--- src/rtl/pc_sequencer_if.sv ---
// Increment handshake between pc_sequencer (master, requester) and the
// incrementer (slave). inc_pulse is a one-cycle request strobe. inc_ack is an
// acknowledge pulse of arbitrary width that may be asynchronous to clk.
// adder_sum and adder_carry must be valid while inc_ack is high.
interface pc_sequencer_if;
    logic       inc_pulse;
    logic       inc_ack;
    logic [1:0] adder_sum;
    logic       adder_carry;

    modport master (
        output inc_pulse,
        input  inc_ack,
        input  adder_sum,
        input  adder_carry
    );

    modport slave (
        input  inc_pulse,
        output inc_ack,
        output adder_sum,
        output adder_carry
    );
endinterface

--- src/rtl/pc_sequencer.sv ---
// Paper-processor control sequencer: 2-bit PC, 4-bit instruction fetch,
// INC via the incrementer handshake, plus JNO, JMP and HLT.
module pc_sequencer #(
    parameter int unsigned TIMEOUT = 8
) (
    input  logic                 clk,
    input  logic                 reset,
    input  logic                 run,
    input  logic [3:0]           instr,
    pc_sequencer_if.master       inc_if,
    output logic [1:0]           pc,
    output logic [1:0]           op,
    output logic                 overflow,
    output logic                 halted,
    output logic                 error,
    output logic [7:0]           steps,
    output logic [2:0]           state_dbg
);

    typedef enum logic [2:0] {
        S_IDLE     = 3'd0,
        S_FETCH    = 3'd1,
        S_EXEC     = 3'd2,
        S_ISSUE    = 3'd3,
        S_WAIT_ACK = 3'd4,
        S_HALT     = 3'd5
    } state_e;

    localparam logic [1:0] OP_INC = 2'b00;
    localparam logic [1:0] OP_JNO = 2'b01;
    localparam logic [1:0] OP_JMP = 2'b10;
    localparam logic [1:0] OP_HLT = 2'b11;
    localparam logic [7:0] TIMEOUT_L = 8'(TIMEOUT);

    state_e     state_q, state_d;
    logic [1:0] pc_q, pc_d;
    logic [1:0] op_q, op_d;
    logic [3:0] ir_q, ir_d;
    logic       ovf_q, ovf_d;
    logic       err_q, err_d;
    logic [7:0] steps_q, steps_d;
    logic [7:0] cnt_q, cnt_d;
    logic       ack_s1_q, ack_s1_d;
    logic       ack_s2_q, ack_s2_d;
    logic       ack_prev_q, ack_prev_d;
    logic       ack_edge;
    logic [7:0] cnt_inc;

    // ack_prev is forced high in ISSUE so an ack already high on entry
    // to WAIT_ACK must drop and rise again before it counts.
    assign ack_edge = ack_s2_q & ~ack_prev_q;
    assign cnt_inc  = cnt_q + 8'd1;

    always_comb begin
        state_d    = state_q;
        pc_d       = pc_q;
        op_d       = op_q;
        ir_d       = ir_q;
        ovf_d      = ovf_q;
        err_d      = err_q;
        steps_d    = steps_q;
        cnt_d      = cnt_q;
        ack_s1_d   = inc_if.inc_ack;
        ack_s2_d   = ack_s1_q;
        ack_prev_d = ack_s2_q;

        case (state_q)
            S_IDLE: begin
                if (run) begin
                    state_d = S_FETCH;
                end
            end
            S_FETCH: begin
                ir_d    = instr;
                op_d    = instr[3:2];
                state_d = S_EXEC;
            end
            S_EXEC: begin
                case (ir_q[3:2])
                    OP_INC: state_d = S_ISSUE;
                    OP_JNO: begin
                        pc_d    = ovf_q ? (pc_q + 2'd1) : ir_q[1:0];
                        steps_d = steps_q + 8'd1;
                        state_d = S_FETCH;
                    end
                    OP_JMP: begin
                        pc_d    = ir_q[1:0];
                        steps_d = steps_q + 8'd1;
                        state_d = S_FETCH;
                    end
                    default: begin
                        steps_d = steps_q + 8'd1;
                        state_d = S_HALT;
                    end
                endcase
            end
            S_ISSUE: begin
                cnt_d      = 8'd0;
                ack_prev_d = 1'b1;
                state_d    = S_WAIT_ACK;
            end
            S_WAIT_ACK: begin
                if (ack_edge) begin
                    pc_d    = inc_if.adder_sum;
                    ovf_d   = ovf_q | inc_if.adder_carry;
                    steps_d = steps_q + 8'd1;
                    state_d = S_FETCH;
                end else begin
                    cnt_d = cnt_inc;
                    if (cnt_inc == TIMEOUT_L) begin
                        err_d   = 1'b1;
                        state_d = S_HALT;
                    end
                end
            end
            S_HALT: begin
                state_d = S_HALT;
            end
            default: state_d = S_IDLE;
        endcase
    end

    always_ff @(posedge clk) begin
        if (reset) begin
            state_q    <= S_IDLE;
            pc_q       <= 2'd0;
            op_q       <= 2'd0;
            ir_q       <= 4'd0;
            ovf_q      <= 1'b0;
            err_q      <= 1'b0;
            steps_q    <= 8'd0;
            cnt_q      <= 8'd0;
            ack_s1_q   <= 1'b0;
            ack_s2_q   <= 1'b0;
            ack_prev_q <= 1'b0;
        end else begin
            state_q    <= state_d;
            pc_q       <= pc_d;
            op_q       <= op_d;
            ir_q       <= ir_d;
            ovf_q      <= ovf_d;
            err_q      <= err_d;
            steps_q    <= steps_d;
            cnt_q      <= cnt_d;
            ack_s1_q   <= ack_s1_d;
            ack_s2_q   <= ack_s2_d;
            ack_prev_q <= ack_prev_d;
        end
    end

    assign inc_if.inc_pulse = (state_q == S_ISSUE);
    assign pc        = pc_q;
    assign op        = op_q;
    assign overflow  = ovf_q;
    assign halted    = (state_q == S_HALT);
    assign error     = err_q;
    assign steps     = steps_q;
    assign state_dbg = state_q;

endmodule

--- src/flat_wrapper.sv ---
// flat-port wrapper written by rule: the top's interface ports become plain ports
module pc_sequencer_flat 
#(
    parameter int unsigned TIMEOUT = 8
)
  (clk, reset, run, instr, pc, op, overflow, halted, error, steps, state_dbg, inc_if_inc_pulse, inc_if_inc_ack, inc_if_adder_sum, inc_if_adder_carry);
  pc_sequencer_if inc_if_i ();
  input  logic clk;
  input  logic reset;
  input  logic run;
  input  logic [3:0] instr;
  output logic [1:0] pc;
  output logic [1:0] op;
  output logic overflow;
  output logic halted;
  output logic error;
  output logic [7:0] steps;
  output logic [2:0] state_dbg;
  output wire logic [$bits(inc_if_i.inc_pulse)-1:0] inc_if_inc_pulse;
  input wire logic [$bits(inc_if_i.inc_ack)-1:0] inc_if_inc_ack;
  input wire logic [$bits(inc_if_i.adder_sum)-1:0] inc_if_adder_sum;
  input wire logic [$bits(inc_if_i.adder_carry)-1:0] inc_if_adder_carry;
  assign inc_if_inc_pulse = inc_if_i.inc_pulse;
  assign inc_if_i.inc_ack = inc_if_inc_ack;
  assign inc_if_i.adder_sum = inc_if_adder_sum;
  assign inc_if_i.adder_carry = inc_if_adder_carry;
  pc_sequencer #(.TIMEOUT(TIMEOUT)) u_core (.clk(clk), .reset(reset), .run(run), .instr(instr), .inc_if(inc_if_i), .pc(pc), .op(op), .overflow(overflow), .halted(halted), .error(error), .steps(steps), .state_dbg(state_dbg));
endmodule
--- config.mk ---
export PLATFORM = sky130hd
export DESIGN_NAME = pc_sequencer_flat
export DESIGN_NICKNAME = d
export VERILOG_FILES = /design/src/rtl/pc_sequencer_if.sv /design/src/rtl/pc_sequencer.sv /design/src/flat_wrapper.sv
export SDC_FILE = /design/constraint.sdc
export NUM_CORES = 1
export LEC_CHECK = 0
export ABC_AREA = 1
export BUFFER_PORTS_ARGS = -buffer_cell sky130_fd_sc_hd__buf_4
export CAP_MARGIN = 20
export CORE_UTILIZATION = 37
export DETAILED_ROUTE_END_ITERATION = 16
export GPL_TIMING_DRIVEN = 0
export PLACE_DENSITY = 0.65
export SYNTH_ARGS = -nofsm -noshare
export SYNTH_HDL_FRONTEND = slang
export SYNTH_SLANG_ARGS = --single-unit
--- constraint.sdc ---
create_clock -name clk -period 1.8 [get_ports clk]
set_clock_uncertainty 0.1 [all_clocks]
set_input_delay 0 -clock clk [delete_from_list [all_inputs] [get_ports clk]]
set_output_delay 0 -clock clk [all_outputs]
set_load 0.005 [all_outputs]
== Yosys cells after proc, flatten, opt, wreduce, memory -nomap -nowiden ==
Cells that the tools add are included.
Word-level totals
  register bits after elaboration: 32
  input bits: 11
  word-level logic and storage cells: 58
Cells by class
  add/sub/neg operators: 3
  eq/ne operators: 14
  mux-type cells: 15
  bitwise gates (word level): 4
  reduce and logical (&&, ||, !) cells: 11
Operators with widths (number)
  8-bit case mux with 2 select lines: 2
  8-bit 2-to-1 mux: 3
  3-bit case mux with 6 select lines: 1
  8-bit by 1-bit adder with 8-bit output, second input constant: 2
  3-bit 2-to-1 mux: 3
  3-bit AND reduction: 3
  8-bit by 4-bit == test with 1-bit output, second input constant: 1
  2-bit case mux with 2 select lines: 2
  3-bit by 2-bit == test with 1-bit output, second input constant: 2
  3-bit == test, second input constant: 2
  2-bit != test, second input constant: 3
  3-bit by 1-bit != test with 1-bit output, second input constant: 2
  3-bit case mux with 2 select lines: 1
  2-bit AND reduction: 3
  2-bit 2-to-1 mux: 2
  2-bit nonzero test: 2
  3-bit by 1-bit == test with 1-bit output, second input constant: 1
  3-bit zero test: 1
  2-bit by 1-bit adder with 2-bit output, second input constant: 1
  2-bit by 1-bit == test with 1-bit output, second input constant: 1
  2-bit == test, second input constant: 1
  2-bit zero test: 1
  2-bit by 1-bit != test with 1-bit output, second input constant: 1
  1-bit inverter: 2
  4 further kinds: 4

== Logic depth before layout (Yosys ltp) ==
Gate-level depths: netlist (run 1).
  depth in word-level cells: 5
  depth in mapped cells: 11

== Least setup slack after synthesis (run 1) ==
OpenSTA, ideal clock, no wires.
  kind: register to register
  from: register u_core.state_q[1] (netlist: u_core.state_dbg[1])
  to: register u_core.steps_q[2] (netlist: u_core.steps[2])
  data arrival time: 1.144 ns
  required time: 1.570 ns
  slack: 0.426 ns
  stages on the path, launching flop included: 9
  period minus slack after synthesis: 1.374 ns
  cell sequence: dfxtp_1 -> nor2_2 -> nand2_2 -> nor2_4 -> inv_4 -> nand3_4 -> inv_4 -> a21oi_1 -> nor3_1
Between the ends
  word-level cells in the longest chain between the ends: 3
RTL lines
  start: declaration: line pc_sequencer.sv:35  | state_e state_q, state_d;
  start signal: assignment: line pc_sequencer.sv:137  | state_q <= state_d;
  3-bit == test / 3-bit by 2-bit == test with 1-bit output (equally long branches): line pc_sequencer.sv:67  | case (state_q)
  2-bit by 1-bit != test with 1-bit output (no line), or another cell as far along
  3-bit AND reduction (no line)
  end signal: assignment: line pc_sequencer.sv:143  | steps_q <= steps_d;
  end: declaration: line pc_sequencer.sv:41  | logic [7:0] steps_q, steps_d;
Several ways; a longest one is shown, not always the timed one.
A chain may end at the register's enable or synchronous reset.

== Worst setup path after layout (run 1) ==
Same ends and word-level chain as after synthesis.

==> tab_implementation.tex, run 1 <==
\begin{tabular}{lr}
\hline
Metric & Value \\
\hline
\multicolumn{2}{l}{\textbf{Pwr}} \\
Leakage power summed over all cells & 0.860 nW \\
Share of power burned in combinational logic & 0.177 \\
Internal & 1.25 mW \\
Total power of the final layout & 1.73 mW \\
Areal power density over the cells & $\sim$870 mW/mm\^{}2 \\
Clock Power Share & 0.393 \\
Sequential share of power & 0.430 \\
Switching part of the total & 0.277 \\
Max IR drop VDD & 487 uV \\
Switching power & 0.480 mW \\
\multicolumn{2}{l}{\textbf{Synth}} \\
Part of the Yosys area used for sequential elements & 0.390 \\
Portion of netlist area occupied by mux cells & 0 \\
Per-instance average area after synthesis & 7.04 sq um \\
Warnings from Yosys & 0 \\
Simple-gate portion of the synthesized area & 0.295 \\
Adder and majority cell fraction of the synthesized area & 0.0487 \\
Count of state elements after synthesis & 30 \\
Xor and xnor fraction of the mapped netlist area & 0.0170 \\
Post-Syn Instances & 219 \\
Largest family of logic cells by synthesized area & simple AND/OR/NAND/NOR gates \\
Compound-cell area share of the yosys netlist & 0.144 \\
Synth cell types & 30 \\
Cell area after synthesis & between 0.0015 and 0.002 sq mm \\
Net count after synthesis & 236 \\
\multicolumn{2}{l}{\textbf{Timing}} \\
Setup violations, final & 0 \\
Worst-case headroom to the max-slew limit & 0.644 \\
Peak clock frequency supported by timing & approximately 640 MHz \\
Worst setup slack after layout & 0.235 ns \\
Sum Neg Setup Slack & 0 ns \\
Setup repair after global routing missed its margin & false \\
Final worst path period share & 0.869 \\
Time the final worst path needs with I/O delays and setup & around 1.6 ns \\
Hold Violations, Final & 0 \\
Slew Viols, Final & 0 \\
Least-Margin Pin Slew & 0.534 ns \\
Worst-case hold slack & between 0.007 and 0.008 ns \\
\multicolumn{2}{l}{\textbf{Layout}} \\
Inserted Diodes & 0 \\
Non-Filler Cell Area, Final & approximately 0.002 sq mm \\
Non-filler instance count after layout & 313 \\
Most frequent standard cell in the layout excluding fill and tap cells & nand2\_1 \\
Commonest non-fill, non-tap cells in the layout & nand2\_1, buf\_4, inv\_1, dfxtp\_1, a21oi\_1 \\
Layout net count & $\sim$280 \\
Growth of design area from synthesis to finish & 30.0\% \\
Core utilization of the finished layout & 0.501 \\
Share of final-layout standard cells stronger than drive strength 1 & 0.194 \\
\multicolumn{2}{l}{\textbf{Placement}} \\
Place WS & 0.252 ns \\
Post-DP HPWL & 2440 um \\
Final estimated routing congestion in global placement & 0.789 \\
Port bufs & 28 \\
Placed Area & around 0.0018 sq mm \\
Number of placed cells counting well taps & 297 \\
\multicolumn{2}{l}{\textbf{Clocking}} \\
Maximum root-to-sink buffer count & 2 \\
Clock latency at the later pin of the worst-skew pair & a little under 0.3 ns \\
Clock sinks & 30 \\
Post-cts resize count & 0 \\
Buffer count from post-CTS setup fixing & 0 \\
H-tree levels & 2 \\
Clock tree from TritonCTS & done \\
Number of buffers created by CTS & 5 \\
Clock root buffer & clkbuf\_8 \\
Clock-pin transition on the worst setup and hold timing paths & roughly 0.07 ns \\
\multicolumn{2}{l}{\textbf{Setup path}} \\
Critical path buffer and inverter count & 2 \\
Critical Path Most Common Cell & inv\_4 \\
Critical-path cell with the highest stage delay & dfxtp\_1 \\
Highest net fanout along the worst path & 10 \\
Critical Setup Path Class & reg2reg \\
Arrival time of the worst setup path & 1.63 ns \\
Critical path launch point type & flop \\
Critical path data required time & 1.86 ns \\
Worst setup EP type & flop \\
Largest stage delay, worst path & 0.38 ns \\
Cells along the critical path & nor2\_2 > nand2\_2 > nor2\_4 > inv\_4 > nand3\_4 > inv\_4 > a21oi\_1 > nor3\_1 \\
Gate family responsible for the most delay along the worst path & simple AND/OR/NAND/NOR gates \\
\multicolumn{2}{l}{\textbf{Global routing}} \\
GR met2 Demand/Resource & 0.275 \\
Global-route total usage across every layer & 0.176 \\
Global-route track usage on met3 & 0.0411 \\
Vias in the first global route & 1283 \\
GR Layer Usage met1 & 0.221 \\
Maximum number of pins on one net before global-route repair & 11 \\
Initial antenna violation count & 0 \\
Global-route wire length before repair & roughly 5800 um \\
Overflow after GRT & 0 \\
Most utilized layer in the global route result & met2 \\
\multicolumn{2}{l}{\textbf{Floorplanning}} \\
Starting utilization of the core area & 0.385 \\
Area of the core region & 0.00400 sq mm \\
Die Y-Extent & 66.5 um \\
Die area & 0.00443 sq mm \\
Width of the chip & 66.5 um \\
\# rows & 23 \\
Top-Level Pins & 30 \\
\multicolumn{2}{l}{\textbf{Routing}} \\
Final routed wire length divided by cell count & 10.9 um \\
1st-pass router iterations & 4 \\
Post-Route WL & 3400 um \\
DR vias/cell & $\sim$4.7 \\
Antenna-violating nets left & 0 \\
Via Count & roughly 1500 \\
Initial drt markers & 62 \\
Count of unresolved DRC violations after routing & 0 \\
\multicolumn{2}{l}{\textbf{Min path}} \\
Min-Delay Path Class & in2reg \\
\multicolumn{2}{l}{\textbf{Job}} \\
Max cap viols & 0 \\
\multicolumn{2}{l}{\textbf{Run status}} \\
Status & completed \\
\hline
\end{tabular}
-- cell usage after synthesis --
cell type / n / area [sq um]
inv_2: 1 / 3.75
xor2_1: 1 / 8.76
inv_1: 30 / 113
nor3b_1: 1 / 7.51
a21oi_1: 24 / 120
dfxtp_1: 30 / 601
xnor2_1: 2 / 17.5
nand3_1: 10 / 50.1
o21ai_0: 13 / 65.1
ha_1: 6 / 75.1
o21a_1: 1 / 7.51
nand3b_1: 1 / 7.51
nand2_1: 47 / 176
nand3_2: 1 / 10.0
inv_4: 2 / 12.5
buf_4: 3 / 22.5
nor3_1: 4 / 20.0
nor2_2: 3 / 18.8
a211oi_1: 1 / 7.51
a31oi_1: 1 / 6.26
nor2_1: 23 / 86.3
clkbuf_1: 1 / 3.75
nand4_1: 5 / 31.3
nand3_4: 1 / 17.5
buf_1: 1 / 3.75
o21bai_1: 1 / 7.51
nor2_4: 2 / 22.5
o211ai_1: 1 / 7.51
nand2_2: 1 / 6.26
clkbuf_2: 1 / 5.00
-- cells by family (layout without fill, tap and decap cells) --
| kind of cell | count (synthesis) | count (layout) |
|---|---|---|
| buffers and inverters | 39 | 83 |
| AO/OA/AOI/OAI | 42 | 42 |
| XOR/XNOR | 3 | 3 |
| flip-flops | 30 | 30 |
| adder cells (fa/ha/maj) | 6 | 6 |
| AND/OR/NAND/NOR | 99 | 99 |
-- per-layer routing --
metal / share of wire / vias to the layer above
li1: - / 792
met4: 0.024 / 0
met1: 0.45 / 642
met2: 0.48 / 31
met3: 0.048 / 8
met5: 0 / -
-- sequential cells by signal (all words and copies together), names as in the netlist --
signal and cells:
u_core.ack_s1_q 1, u_core.ir_q 4, u_core.steps 8, u_core.error 1, u_core.pc 2, u_core.ack_s2_q 1, u_core.ack_prev_q 1, u_core.overflow 1
u_core.state_dbg 3, u_core.cnt_q 8
-- worst paths after layout --
| kind | from | endpoint | slack (ns) | cells after the start |
|---|---|---|---|---|
| max | u_core.state_dbg[1]$_SDFFE_PP0P_ | u_core.steps[2]$_SDFFE_PP0P_ | 0.23 | 8 |
| min | inc_if_adder_sum[1] | u_core.pc[1]$_SDFFE_PP0P_ | 0.008 | 5 |
| max reg2reg | u_core.state_dbg[1]$_SDFFE_PP0P_ | u_core.steps[2]$_SDFFE_PP0P_ | 0.23 | 8 |
| min reg2reg | u_core.ack_s1_q$_SDFF_PP0_ | u_core.ack_s2_q$_SDFF_PP0_ | 0.31 | 2 |
-- power by group through the flow --
stage                     combinational, mW  clock, mW  sequential [mW]
after CTS                             0.309      0.695            0.745
final                                 0.307      0.681            0.745
after global routing                  0.352      0.723            0.753
after global placement                0.290          0            0.759
after floorplan                       0.190          0            0.755
after detailed placement              0.293          0            0.760
-- cell type report --
cell class / instances / area [sq um]
Sequential cell: 30 / 601
Multi-Input combinational cell: 150 / 777
Clock inverter: 3 / 40.0
Clock buffer: 5 / 68.8
Fill cell: 414 / 2000
Buffer: 6 / 35.0
Inverter: 33 / 129
Tap cell: 50 / 62.6
Timing Repair Buffer: 36 / 290
-- worst reg2reg max path, stage by stage, from the launching register on --
cell     delay (ns)
dfxtp_1        0.38
nor2_2         0.16
nand2_2        0.11
nor2_4         0.23
inv_4          0.07
nand3_4        0.14
inv_4          0.07
a21oi_1        0.12
nor3_1         0.05
-- what timing repair did --
item                       in CTS  in global routing
setup endpoints to repair       0                  0
hold buffers                    8                  0
hold endpoints to repair        8                  0
(Power assumes the default switching activity.)
==> run 2: changes to the inputs <==
--- a/config.mk
+++ b/config.mk
@@ -8,6 +8,7 @@
 export ABC_AREA = 1
 export BUFFER_PORTS_ARGS = -buffer_cell sky130_fd_sc_hd__buf_4
 export CAP_MARGIN = 20
+export CORE_MARGIN = 2
 export CORE_UTILIZATION = 37
 export DETAILED_ROUTE_END_ITERATION = 16
 export GPL_TIMING_DRIVEN = 0
==> constraint.sdc (replaced) <==
create_clock -name clk -period 1.45 [get_ports clk]
set_clock_uncertainty 0.1 [all_clocks]
set_input_delay 0 -clock clk [delete_from_list [all_inputs] [get_ports clk]]
set_output_delay 0 -clock clk [all_outputs]
set_load 0.005 [all_outputs]
==> run 2 against run 1 <==
Global-route usage shrank 1.9 points. Clock power shrank 8.5%. Count of clock-buffer cells in the layout is the same. Combinational power grew 49%. Largest power group unchanged. Setup slack lost 0.22 ns. Final cell count grew 0.96%. Design area grew 7.0%. Register-to-register slack lost 0.22 ns.
==> tab_implementation.tex, run 2 (same netlist as run 1, synthesis figures left out) <==
\begin{tabular}{lr}
\hline
Metric & Value \\
\hline
\multicolumn{2}{l}{\textbf{Run status}} \\
Status & completed \\
\multicolumn{2}{l}{\textbf{Floorplanning}} \\
Width of the chip & 68.5 um (+3.0\%) \\
Area of the core region & 0.00400 sq mm (unchanged) \\
Top-Level Pins & 30 (unchanged) \\
Die area & 0.00470 sq mm (+6.1\%) \\
\# rows & 23 (unchanged) \\
Starting utilization of the core area & 0.385 (unchanged) \\
Die Y-Extent & 68.5 um (+3.0\%) \\
\multicolumn{2}{l}{\textbf{Timing}} \\
Worst setup slack after layout & 0.0180 ns (-0.217 ns) \\
Peak clock frequency supported by timing & 698 MHz (+9.3\%) \\
Setup repair after global routing missed its margin & true \\
Worst-case hold slack & 0.0242 ns (+0.0166 ns) \\
Time the final worst path needs with I/O delays and setup & 1.43 ns (-0.133 ns) \\
Final worst path period share & 0.988 (+0.118) \\
Setup violations, final & 0 (unchanged) \\
Worst-case headroom to the max-slew limit & 0.656 (+0.0123) \\
Hold Violations, Final & 0 (unchanged) \\
Sum Neg Setup Slack & 0 ns (unchanged) \\
Least-Margin Pin Slew & 0.516 ns (-0.0185 ns) \\
Slew Viols, Final & 0 (unchanged) \\
\multicolumn{2}{l}{\textbf{Global routing}} \\
Most utilized layer in the global route result & met2 \\
Maximum number of pins on one net before global-route repair & 11 (unchanged) \\
Overflow after GRT & 0 (unchanged) \\
GR met2 Demand/Resource & 0.238 (-0.0373) \\
Initial antenna violation count & 0 (unchanged) \\
Global-route wire length before repair & 5460 um (-5.4\%) \\
Global-route track usage on met3 & 0.0536 (+0.0125) \\
Global-route total usage across every layer & 0.157 (-0.0190) \\
Vias in the first global route & 1256 (-2.1\%) \\
GR Layer Usage met1 & 0.205 (-0.0158) \\
\multicolumn{2}{l}{\textbf{Layout}} \\
Area used by multi-input combinational logic & 898 sq um (+16\%) \\
Filler Cells Inserted & 391 (-5.6\%) \\
Layout net count & 283 (+1.4\%) \\
Share of final-layout standard cells stronger than drive strength 1 & 0.327 (+0.133) \\
Core utilization of the finished layout & 0.536 (+0.0350) \\
Non-Filler Cell Area, Final & 0.00214 sq mm (+7.0\%) \\
Sequential cell area & 624 sq um (+4.0\%) \\
Commonest non-fill, non-tap cells in the layout & nand2\_1, buf\_4, inv\_1 \\
Growth of design area from synthesis to finish & 39.0\% \\
Non-filler instance count after layout & 316 (+0.96\%) \\
Most frequent standard cell in the layout excluding fill and tap cells & nand2\_1 \\
Inserted Diodes & 0 (unchanged) \\
\multicolumn{2}{l}{\textbf{Placement}} \\
Port bufs & 28 (unchanged) \\
Placed Area & 0.00181 sq mm (unchanged) \\
Number of placed cells counting well taps & 297 (unchanged) \\
Place WS & -0.108 ns (-0.360 ns) \\
Final estimated routing congestion in global placement & 0.762 (-3.4\%) \\
Post-DP HPWL & 2420 um (-0.99\%) \\
\multicolumn{2}{l}{\textbf{Clocking}} \\
Number of buffers created by CTS & 5 (unchanged) \\
Clock tree from TritonCTS & done \\
Clock root buffer & clkbuf\_8 \\
Maximum root-to-sink buffer count & 2 (unchanged) \\
Clock-pin transition on the worst setup and hold timing paths & 0.06 ns (about the same) \\
Clock sinks & 30 (unchanged) \\
H-tree levels & 2 (unchanged) \\
Clock latency at the later pin of the worst-skew pair & 0.28 ns (about the same) \\
\multicolumn{2}{l}{\textbf{Pwr}} \\
Leakage power summed over all cells & 0.877 nW (+2.0\%) \\
Max IR drop VDD & 598 uV (+23\%) \\
Areal power density over the cells & 942 mW/mm\^{}2 (+8.9\%) \\
Total power of the final layout & 2.02 mW (+17\%) \\
\multicolumn{2}{l}{\textbf{Routing}} \\
DR vias/cell & 4.73 (+0.53\%) \\
1st-pass router iterations & 4 (unchanged) \\
Post-Route WL & 3520 um (+3.6\%) \\
Initial drt markers & 53 (-15\%) \\
Count of unresolved DRC violations after routing & 0 (unchanged) \\
Via Count & 1495 (+1.5\%) \\
Antenna-violating nets left & 0 (unchanged) \\
Final routed wire length divided by cell count & 11.1 um (+2.6\%) \\
\multicolumn{2}{l}{\textbf{Setup path}} \\
Arrival time of the worst setup path & 1.50 ns (-0.13 ns) \\
Critical path data required time & 1.51 ns (-0.35 ns) \\
Worst setup EP type & flop \\
Critical Setup Path Class & reg2reg \\
Critical path launch point type & flop \\
Worst R2R Path Depth & 6 (-2) \\
Highest net fanout along the worst path & 4 (-6) \\
\multicolumn{2}{l}{\textbf{Min path}} \\
Worst hold stages & 5 (unchanged) \\
Min-Delay Path Class & in2reg \\
\multicolumn{2}{l}{\textbf{Job}} \\
Max cap viols & 0 (unchanged) \\
\hline
\end{tabular}
run 2: path summary, 6_finish.rpt:
check / startpoint / to / slack (ns)
setup / recovery: u_core.ir_q[2]$_SDFFE_PP0N_ / u_core.pc[0]$_SDFFE_PP0P_ / 0.02
hold / removal: inc_if_adder_sum[1] / u_core.pc[1]$_SDFFE_PP0P_ / 0.02
setup reg to reg: u_core.ir_q[2]$_SDFFE_PP0N_ / u_core.pc[0]$_SDFFE_PP0P_ / 0.02
hold reg to reg: u_core.ack_s1_q$_SDFF_PP0_ / u_core.ack_s2_q$_SDFF_PP0_ / 0.31
run 2: cell type report:
cell class | instances | area share
inverters | 33 | 0.0613
plain buffers | 6 | 0.0163
flip-flops and latches | 30 | 0.291
well taps | 50 | 0.0292
clock inverters | 2 | 0.00467
multi-input cells | 151 | 0.419
clock buffers | 5 | 0.0321
repair buffers | 39 | 0.146
run 2: report_power, final:
group | internal [mW] | leakage, nW | switching (mW) | total (mW)
Sequential | 0.884 | 0.250 | 0.0557 | 0.940
Clock | 0.321 | 0.0438 | 0.302 | 0.623
Combinational | 0.209 | 0.584 | 0.247 | 0.456
run 2: metal layers:
| layer | vias up | part of all wire |
|---|---|---|
| met3 | 5 | 0.036 |
| li1 | 797 | - |
| met5 | - | 0 |
| met1 | 674 | 0.46 |
| met2 | 19 | 0.49 |
| met4 | 0 | 0.017 |
run 2: worst max-delay path, stage by stage (launching register included):
cell and delay [ns]:
dfxtp_2 0.34, inv_1 0.08, ha_1 0.32, nor2_2 0.16, nor2_4 0.06, o21ai_0 0.21
a21oi_2 0.04
run 2: repair_timing:
action                                  in CTS  in global routing
hold buffers                                 8                  0
cloned                                       0                  1
endpoints found under the setup margin      21                 20
setup buffers                                1                  2
endpoints found under the hold margin        8                  0
gates resized for setup                      8                 40
pin swaps                                    3                 10
